<file path="config.mk">
export PLATFORM = sky130hd
export DESIGN_NAME = regfile_write_arbiter_flat
export DESIGN_NICKNAME = d
export VERILOG_FILES = /design/src/rtl/regfile_write_arbiter_pkg.sv /design/src/rtl/regfile_write_arbiter_if.sv /design/src/rtl/regfile_write_arbiter_rr_arbiter.sv /design/src/rtl/regfile_write_arbiter.sv /design/src/flat_wrapper.sv
export SDC_FILE = /design/constraint.sdc
export NUM_CORES = 1
export LEC_CHECK = 0
export BUFFER_PORTS_ARGS = -buffer_cell sky130_fd_sc_hd__buf_4
export CORE_AREA = 2 2 145 147
export DETAILED_ROUTE_END_ITERATION = 8
export DIE_AREA = 0 0 147 149
export GPL_TIMING_DRIVEN = 1
export HOLD_SLACK_MARGIN = 0.02
export PLACE_DENSITY_LB_ADDON = 0.1
export SLEW_MARGIN = 10
export SYNTH_ARGS = -nofsm -noshare
export SYNTH_HDL_FRONTEND = slang
export SYNTH_SLANG_ARGS = --single-unit
</file>
<file path="constraint.sdc">
create_clock -name Clk -period 4.2 [get_ports Clk]
set_clock_uncertainty 0.15 [all_clocks]
set_input_delay 0 -clock Clk [delete_from_list [all_inputs] [get_ports Clk]]
set_output_delay 0 -clock Clk [all_outputs]
set_load 0.01 [all_outputs]
</file>
<file path="src/rtl/regfile_write_arbiter_pkg.sv">
// Register-file constants and shared types for the writeback arbiter.
// XZR_IDX is the hard-wired zero register; writes to it are discarded and counted.
package regfile_write_arbiter_pkg;

   localparam int REG_ADDR_W = 5;

   typedef logic [REG_ADDR_W-1:0] reg_addr_t;

   localparam reg_addr_t XZR_IDX = 5'd31;

endpackage

</file>
<file path="src/rtl/regfile_write_arbiter_if.sv">
// Writeback requester bundle: valid/dest/data from each source, one-hot grant back.
// Requester i occupies slice i of each packed vector.
interface regfile_write_arbiter_if
   import regfile_write_arbiter_pkg::*;
#(
   parameter int NUM_REQ = 3,
   parameter int DATA_W  = 64
);

   logic [NUM_REQ-1:0]            ReqValid;
   logic [REG_ADDR_W*NUM_REQ-1:0] ReqRW;
   logic [DATA_W*NUM_REQ-1:0]     ReqData;
   logic [NUM_REQ-1:0]            ReqGrant;

   modport master (
      output ReqValid,
      output ReqRW,
      output ReqData,
      input  ReqGrant
   );

   modport slave (
      input  ReqValid,
      input  ReqRW,
      input  ReqData,
      output ReqGrant
   );

endinterface

</file>
<file path="src/rtl/regfile_write_arbiter_rr_arbiter.sv">
// Combinational round-robin arbiter: priority starts at ptr and rotates upward,
// producing a one-hot grant plus the encoded winner index.
module regfile_write_arbiter_rr_arbiter #(
   parameter  int NUM_REQ = 3,
   localparam int PTR_W   = $clog2(NUM_REQ)
) (
   input  logic               en,
   input  logic [NUM_REQ-1:0] req,
   input  logic [PTR_W-1:0]   ptr,
   output logic [NUM_REQ-1:0] grant,
   output logic [PTR_W-1:0]   winner,
   output logic               any
);

   always_comb begin
      int idx;
      // NOTE: every output gets a default before the loop so no path leaves one unassigned (no latch).
      idx    = 0;
      grant  = '0;
      winner = '0;
      any    = 1'b0;
      if (en) begin
         for (int k = 0; k < NUM_REQ; k++) begin
            idx = int'(ptr) + k;
            if (idx >= NUM_REQ) idx = idx - NUM_REQ;
            if (!any && req[PTR_W'(idx)]) begin
               any                = 1'b1;
               grant[PTR_W'(idx)] = 1'b1;
               winner             = PTR_W'(idx);
            end
         end
      end
   end

endmodule

</file>
<file path="src/rtl/regfile_write_arbiter.sv">
// Shares the register-file write port among NUM_REQ writeback sources with round-robin
// arbitration, posedge-registered port outputs, in-flight forwarding and an XZR drop counter.
module regfile_write_arbiter
   import regfile_write_arbiter_pkg::*;
#(
   parameter int NUM_REQ = 3,
   parameter int DATA_W  = 64,
   parameter int CNT_W   = 8
) (
   input  logic                   Clk,
   input  logic                   ResetL,
   input  logic                   Stall,
   regfile_write_arbiter_if.slave req_if,
   input  reg_addr_t              RA,
   input  reg_addr_t              RB,
   output logic                   RegWr,
   output reg_addr_t              RW,
   output logic [DATA_W-1:0]      BusW,
   output logic                   FwdHitA,
   output logic                   FwdHitB,
   output logic [DATA_W-1:0]      FwdData,
   output logic [CNT_W-1:0]       DropCnt
);

   localparam int PTR_W = $clog2(NUM_REQ);

   logic [PTR_W-1:0]   rr_ptr_q, rr_ptr_d;
   logic [PTR_W-1:0]   winner;
   logic [NUM_REQ-1:0] grant;
   logic               xfer;

   logic               reg_wr_q, reg_wr_d;
   reg_addr_t          rw_q, rw_d;
   logic [DATA_W-1:0]  bus_w_q, bus_w_d;
   logic [CNT_W-1:0]   drop_cnt_q, drop_cnt_d;

   reg_addr_t          req_rw   [NUM_REQ];
   logic [DATA_W-1:0]  req_data [NUM_REQ];

   for (genvar g = 0; g < NUM_REQ; g++) begin : g_unpack
      assign req_rw[g]   = req_if.ReqRW[g*REG_ADDR_W +: REG_ADDR_W];
      assign req_data[g] = req_if.ReqData[g*DATA_W +: DATA_W];
   end

   // Grants are suppressed while in reset so a grant without a completed edge never looks like a transfer.
   regfile_write_arbiter_rr_arbiter #(.NUM_REQ(NUM_REQ)) u_rr_arbiter (
      .en     (ResetL & ~Stall),
      .req    (req_if.ReqValid),
      .ptr    (rr_ptr_q),
      .grant  (grant),
      .winner (winner),
      .any    (xfer)
   );

   assign req_if.ReqGrant = grant;

   always_comb begin
      reg_wr_d   = 1'b0;
      rw_d       = rw_q;
      bus_w_d    = bus_w_q;
      drop_cnt_d = drop_cnt_q;
      rr_ptr_d   = rr_ptr_q;
      if (xfer) begin
         rr_ptr_d = (winner == PTR_W'(NUM_REQ - 1)) ? '0 : winner + 1'b1;
         if (req_rw[winner] == XZR_IDX) begin
            if (drop_cnt_q != {CNT_W{1'b1}}) drop_cnt_d = drop_cnt_q + 1'b1;
         end else begin
            reg_wr_d = 1'b1;
            rw_d     = req_rw[winner];
            bus_w_d  = req_data[winner];
         end
      end
   end

   // NOTE: state updates use non-blocking assignments so every flop samples pre-edge values.
   always_ff @(posedge Clk or negedge ResetL) begin
      if (!ResetL) begin
         reg_wr_q   <= 1'b0;
         rw_q       <= XZR_IDX;
         bus_w_q    <= '0;
         drop_cnt_q <= '0;
         rr_ptr_q   <= '0;
      end else begin
         reg_wr_q   <= reg_wr_d;
         rw_q       <= rw_d;
         bus_w_q    <= bus_w_d;
         drop_cnt_q <= drop_cnt_d;
         rr_ptr_q   <= rr_ptr_d;
      end
   end

   assign RegWr   = reg_wr_q;
   assign RW      = rw_q;
   assign BusW    = bus_w_q;
   assign DropCnt = drop_cnt_q;

   assign FwdHitA = reg_wr_q && (RA == rw_q) && (RA != XZR_IDX);
   assign FwdHitB = reg_wr_q && (RB == rw_q) && (RB != XZR_IDX);
   assign FwdData = bus_w_q;

endmodule

</file>
<file path="src/flat_wrapper.sv">
// flat-port wrapper written by rule: the top's interface ports become plain ports
module regfile_write_arbiter_flat import regfile_write_arbiter_pkg::*;
#(
   parameter int NUM_REQ = 3,
   parameter int DATA_W  = 64,
   parameter int CNT_W   = 8
)
  (Clk, ResetL, Stall, RA, RB, RegWr, RW, BusW, FwdHitA, FwdHitB, FwdData, DropCnt, req_if_ReqValid, req_if_ReqRW, req_if_ReqData, req_if_ReqGrant);
  regfile_write_arbiter_if #(.NUM_REQ(NUM_REQ), .DATA_W(DATA_W)) req_if_i ();
  input  logic Clk;
  input  logic ResetL;
  input  logic Stall;
  input  reg_addr_t RA;
  input  reg_addr_t RB;
  output logic RegWr;
  output reg_addr_t RW;
  output logic [DATA_W-1:0] BusW;
  output logic FwdHitA;
  output logic FwdHitB;
  output logic [DATA_W-1:0] FwdData;
  output logic [CNT_W-1:0] DropCnt;
  input wire logic [$bits(req_if_i.ReqValid)-1:0] req_if_ReqValid;
  input wire logic [$bits(req_if_i.ReqRW)-1:0] req_if_ReqRW;
  input wire logic [$bits(req_if_i.ReqData)-1:0] req_if_ReqData;
  output wire logic [$bits(req_if_i.ReqGrant)-1:0] req_if_ReqGrant;
  assign req_if_i.ReqValid = req_if_ReqValid;
  assign req_if_i.ReqRW = req_if_ReqRW;
  assign req_if_i.ReqData = req_if_ReqData;
  assign req_if_ReqGrant = req_if_i.ReqGrant;
  regfile_write_arbiter #(.NUM_REQ(NUM_REQ), .DATA_W(DATA_W), .CNT_W(CNT_W)) u_core (.Clk(Clk), .ResetL(ResetL), .Stall(Stall), .req_if(req_if_i), .RA(RA), .RB(RB), .RegWr(RegWr), .RW(RW), .BusW(BusW), .FwdHitA(FwdHitA), .FwdHitB(FwdHitB), .FwdData(FwdData), .DropCnt(DropCnt));
endmodule
</file>
==> results of run 1 <==
## path summary, 6_finish.rpt
path,end,cells after the start,from
worst max-delay path,u_core.BusW[51]$_DFFE_PN0P_,11,u_core.rr_ptr_q[0]$_DFFE_PN0P_
worst min-delay path,u_core.RW[4]$_DFFE_PN1P_,5,Stall
worst max register to register,u_core.BusW[51]$_DFFE_PN0P_,11,u_core.rr_ptr_q[0]$_DFFE_PN0P_
worst min register to register,u_core.DropCnt[4]$_DFFE_PN0P_,1,u_core.DropCnt[4]$_DFFE_PN0P_
max in group asynchronous,u_core.rr_ptr_q[0]$_DFFE_PN0P_,3,ResetL
min in group asynchronous,u_core.RW[3]$_DFFE_PN1P_,2,ResetL
## flip-flops by register name, summed over array words and instances, names as in the netlist
register,cells
u_core.DropCnt,8
u_core.rr_ptr_q,2
u_core.BusW,64
u_core.RegWr,1
u_core.RW,5
## layout make-up
cell class | instances | area [sq um]
Fill cell | 2071 | 10800
Timing Repair Buffer | 512 | 4200
Multi-Input combinational cell | 393 | 2860
Sequential cell | 80 | 2010
Tap cell | 275 | 344
Clock buffer | 14 | 274
Clock inverter | 2 | 60.1
Inverter | 9 | 33.8
Antenna cell | 1 | 2.50
## layout by cell type, fill, tap and decap left out, types with 2 or more instances in the layout
cell type        n
a21boi_0         3
a21oi_1          6
a221oi_1         2
and3_1           3
buf_4          374
bufinv_16        2
clkbuf_1         2
clkbuf_16        9
clkbuf_8         3
dfrtp_1         75
dfstp_2          5
dlygate4sd3_1  136
ha_1             5
inv_1            9
mux2_1           5
mux2_2          60
mux2i_1         69
nand2_1         76
nand2b_1         4
nand3_1         12
nand4_1          2
nor2_1          10
nor2b_1          6
nor3_1          10
nor4_1           2
o21a_1           2
o21ai_0         75
o31ai_1          3
xnor2_1          3
xor2_1          12
## critical path: cells and delay by family, from the launching register on
family | cells | cell delay (ps)
buffers and inverters | 3 | 1120
AND/OR/NAND/NOR | 1 | 130
adder cells (fa/ha/maj) | 1 | 520
flip-flops | 1 | 370
AO/OA/AOI/OAI | 3 | 680
multiplexers | 3 | 830
## layer usage
metal / share of wire / up-vias / wire length (microns) / global-route usage
met5: 0 / - / 0 / 0
met4: 0.014 / 0 / 287 / 0.0572
met3: 0.056 / 19 / 1120 / 0.0336
met2: 0.52 / 194 / 10400 / 0.323
met1: 0.41 / 2675 / 8240 / 0.219
li1: - / 2819 / - / -
## per-stage QoR
step | util | hold slack [ps]
6_report | 0.476 | 25.8
5_1_grt | 0.476 | 51.8
4_1_cts | 0.476 | 22.4
3_5_place_dp | 0.393 | -264
3_3_place_gp | 0.393 | -270
2_1_floorplan | - | -446
## logic make-up after synthesis
family	synth area share
muxes	0.260
buffers and inverters	0.121
AOI/OAI and AO/OA	0.108
xor gates and xnor gates	0.0238
DFF	0.364
adders and majority gates	0.0113
and+or+nand+nor	0.111
## power breakdown
| part | total (W) | switching [W] | internal, W |
|---|---|---|---|
| Clock | 0.000890 | 0.000319 | 0.000571 |
| Combinational | 0.00320 | 0.00136 | 0.00184 |
| Sequential | 0.00156 | 0.000407 | 0.00116 |
## timing repair
action | CTS | global route
hold buffers | 136 | 0
endpoints found under the setup margin | 0 | 1
gates resized for setup | 0 | 1
hold endpoints to repair | 91 | 0
==> results.md, run 1 <==
- Final setup vio count: 0
- Largest stage delay, worst path: 590 ps
- P&R area growth vs syn: 77.5%
- Placed Area: 8080 sq um
- # IOs: 370
- Die Area: 21900 sq um
- Pins Over Slew Limit: 0
- Starting Density: 0.268
- Critical Path Sink Type: flip-flop
- CTS max path bufs: 2
- Number of global-route vias before repair: 5747
- Post-DP HPWL: ~15 mm
- Most frequent cells after synthesis: nand2_1 (77), dfrtp_1 (75), o21ai_0 (75)
- Setup TNS: 0 ps
- Crit share post-route: 0.938
- Share of the synthesized area in the top cell type: 0.340
- Worst-path clk slew: roughly 60 ps
- Fmax: 254 MHz
- Flop2flop setup slack: approximately 260 ps
- Root Driver: clkbuf_16
- IO Port Bufs: roughly 370
- Global placement routability congestion: 0.800
- CP cell instances: inv_1, ha_1, mux2i_1, o2bb2ai_1, o31a_1, nand2_4, buf_4, mux2i_1, o21ai_0, dlygate4sd3_1, mux2_2
- Postcts setup bufs: 0
- CP dominant cell by count: mux2i_1
- Total power: 0.00565 W
- Status: completed
- Sequential area share after synthesis: 0.364
- Slew of the pin with the lowest slew margin: 913 ps
- CTS Buf Count: 9
- Die height: between 100 and 150 microns
- Routed WL per cell: 15.6 microns
- YS warnings: 0
- Critical-path top delay cell: dlygate4sd3_1
- FFs w/ async S/R, synth: 1.00
- # rows: 53
- Syn Nets: 806
- Post-layout minimum cycle time: between 3000 and 4000 ps
- Initial drt markers: between 150 and 200
- Clock Sinks: 80
- Mapped Cells: 578
- Worst hold path class: in -> reg
- Clock network latency to the later pin of the worst-skew pair: 340 ps
- First-pass GRT wire length: 30.8 mm
- Relative slew slack: 0.391
- Global Route Usage Sum: 0.180
- Antenna Nets Post-Route: 0
- EDFF count, synth: 0
- FF+latch count, synth: 80
- Die width: 147 microns
- Fin cells: 1286
- Largest net degree at the start of global routing: 69
- Crit start category: flip-flop
- Maximum fanout along the worst path: 30
- Final Hold Vio Count: 0
- Synth area leader: dfrtp_1
- Antenna violations before repair: 0
- Final setup margin: 260 ps
- Setup CP Type: reg -> reg
- CTS H-tree depth: 3
- Avg Cell Area, Syn: 9.54 sq um
- CP Data Arrival Time: 4010 ps
- Maximum vdd drop: 0.261 mV
- Share of cells above drive strength 1: 0.458
- Main flop type after synthesis: dfrtp_1
- Pre-CTS WS: between 400 and 500 ps
- Total of max-cap violations: 0
- Final net count: 1233
- Yosys cell types: 50
- Worst EP required: 4270 ps
- Core Area: 20600 sq um
- Placed cells: ~1100
- Final wirelength: 20.1 mm
- Cell Area, Synth: 5510 sq um
- GRT Residual Overflow: 0
- Power Density: 578 nW/um^2
- Via density: about 4.4
- DRT Pass-1 Iters: 4
- Top cells by area, synth: dfrtp_1 (34%), mux2i_1 (13%), mux2_2 (12%)
- Leak Pwr: 4.91 nW
- # DRC: 0
- Post-layout instance area: 9790 sq um
- Count leader, synth: nand2_1
- CTS tree: done
- RSZ-0062 raised after global routing: false
- Vias: 5707
Power figures use the tool's default switching activity.
==> run 2, diff against run 1 <==
- CORE_AREA: 2 2 145 147 -> 2 2 143 145
- DIE_AREA: 0 0 147 149 -> 0 0 145 147
==> run 2 against run 1 <==
Worst setup slack gained 33 ps. Sequential power about the same. Fmax rose by 0.85%. Combinational power about the same. Largest cell class unchanged.
==> results.md, run 2 (synthesis gave the netlist of run 1 again) <==
- Worst hold path class: in -> reg
- Final wirelength: 19.0 mm (-5.4%)
- Antenna Nets Post-Route: 0 (unchanged)
- CTS H-tree depth: 3 (unchanged)
- Vias: 5665 (-0.74%)
- # DRC: 0 (unchanged)
- Initial drt markers: 179 (unchanged)
- Power Density: 569 nW/um^2 (-1.5%)
- Antenna violations before repair: 0 (unchanged)
- Most common cell after layout, fill and taps aside: buf_4
- Die height: 147 microns (-1.3%)
- Flop2flop setup slack: 290 ps (+30 ps)
- Largest net degree at the start of global routing: 69 (unchanged)
- Total power: 0.00554 W (-2.0%)
- CP Data Arrival Time: 3980 ps (-30 ps)
- GRT Residual Overflow: 0 (unchanged)
- Leak Pwr: 4.89 nW (-0.35%)
- Post-DP HPWL: 14.8 mm (-2.4%)
- Final net count: 1233 (unchanged)
- RSZ-0062 raised after global routing: false
- Global Route Usage Sum: 0.177 (-0.00351)
- Root Driver: clkbuf_16
- Relative slew slack: 0.598 (+0.207)
- Final setup vio count: 0 (unchanged)
- Util after Layout: 0.491 (+0.0148)
- # IOs: 370 (unchanged)
- N_diodes: 0 (-1)
- Maximum vdd drop: 0.276 mV (+5.7%)
- Number of global-route vias before repair: 5963 (+3.8%)
- CTS Buf Count: 9 (unchanged)
- Maximum fanout along the worst path: 40 (+33%)
- Fmax: 256 MHz (+0.85%)
- # rows: 52 (-1.9%)
- Worst-path clk slew: 60 ps (about the same)
- Setup CP Type: reg -> reg
- Crit start category: flip-flop
- Fin Hold WS: 21.9 ps (-3.86 ps)
- Pins Over Slew Limit: 0 (unchanged)
- Commonest cells after routing, fill and taps aside: buf_4 (375), dlygate4sd3_1 (135), nand2_1 (76)
- Via density: 4.43 (-0.27%)
- Starting Density: 0.278 (+0.00964)
- Crit share post-route: 0.930 (-0.00793)
- Post-layout minimum cycle time: 3910 ps (-33.3 ps)
- Die width: 145 microns (-1.4%)
- DRT Pass-1 Iters: 4 (unchanged)
- Clock Sinks: 80 (unchanged)
- Clock network latency to the later pin of the worst-skew pair: 330 ps (about the same)
- Pre-CTS WS: 452 ps (+6.53 ps)
- Routed WL per cell: 14.9 microns (-4.9%)
- First-pass GRT wire length: 30.2 mm (-1.8%)
- Final setup margin: 293 ps (+33.3 ps)
- Setup TNS: 0 ps (unchanged)
- Share of cells above drive strength 1: 0.460 (+0.00198)
- Core Area: 19800 sq um (-3.5%)
- Final Hold Vio Count: 0 (unchanged)
- Slew of the pin with the lowest slew margin: 603 ps (-310 ps)
- CTS tree: done
- CTS max path bufs: 2 (unchanged)
- Total of max-cap violations: 0 (unchanged)
- P&R area growth vs syn: 76.6%
- Worst EP required: 4280 ps (about the same)
- Critical Path Sink Type: flip-flop
- Die Area: 21300 sq um (-2.7%)
- Status: completed
- IO Port Bufs: 369 (unchanged)
- Number of flip-flops in the largest register: 64 (unchanged)
- Global placement routability congestion: 0.874 (+9.3%)
run 2: metrics by stage:
step	instance area, sq um	instances
6_report	9740	1280
5_1_grt	9740	1280
4_1_cts	9740	1280
3_5_place_dp	8090	1129
3_3_place_gp	8090	1129
2_1_floorplan	5510	578
run 2: cell type report:
class,instances,area (sq um)
fillers,1888,10100
repair buffers,512,4200
multi-input cells,393,2860
flip-flops and latches,80,2010
well taps,270,338
clock buffers,11,243
clock inverters,5,56.3
inverters,9,33.8
run 2: power breakdown:
part	internal (W)	total (W)	switching [W]
logic	0.00184	0.00320	0.00136
clock network	0.000475	0.000776	0.000301
registers	0.00116	0.00156	0.000406
total	0.00347	0.00554	0.00207
run 2: repair_timing:
action                                 CTS  global route
setup buffers                            0             0
endpoints found under the hold margin  102             0
hold buffers                           135             0
gates resized for setup                  0             1
setup endpoints to repair                0            21
run 2: path summary, 6_finish.rpt:
path / endpoint / depth (start not counted) / from
max: u_core.BusW[52]$_DFFE_PN0P_ / 11 / u_core.rr_ptr_q[0]$_DFFE_PN0P_
min: u_core.BusW[23]$_DFFE_PN0P_ / 4 / req_if_ReqData[151]
max reg2reg: u_core.BusW[52]$_DFFE_PN0P_ / 11 / u_core.rr_ptr_q[0]$_DFFE_PN0P_
min in group asynchronous: u_core.rr_ptr_q[0]$_DFFE_PN0P_ / 3 / ResetL
min reg2reg: u_core.DropCnt[4]$_DFFE_PN0P_ / 1 / u_core.DropCnt[4]$_DFFE_PN0P_
max in group asynchronous: u_core.BusW[58]$_DFFE_PN0P_ / 4 / ResetL
run 2: worst max-delay path: stages (launching register included):
cell and delay (ps):
dfrtp_1 380, inv_1 90, ha_1 510, mux2i_1 230, o2bb2ai_1 160, o31a_1 420, nand2_4 130, buf_6 390
mux2i_1 360, o21ai_0 100, dlygate4sd3_1 580, mux2_2 260
run 2: per-layer routing:
layer / vias up / track usage / part of all wire
met1: 2642 / 0.202 / 0.39
met2: 208 / 0.330 / 0.54
met3: 16 / 0.0363 / 0.060
met4: 0 / 0.0540 / 0.014
met5: - / 0 / 0
li1: 2799 / - / -
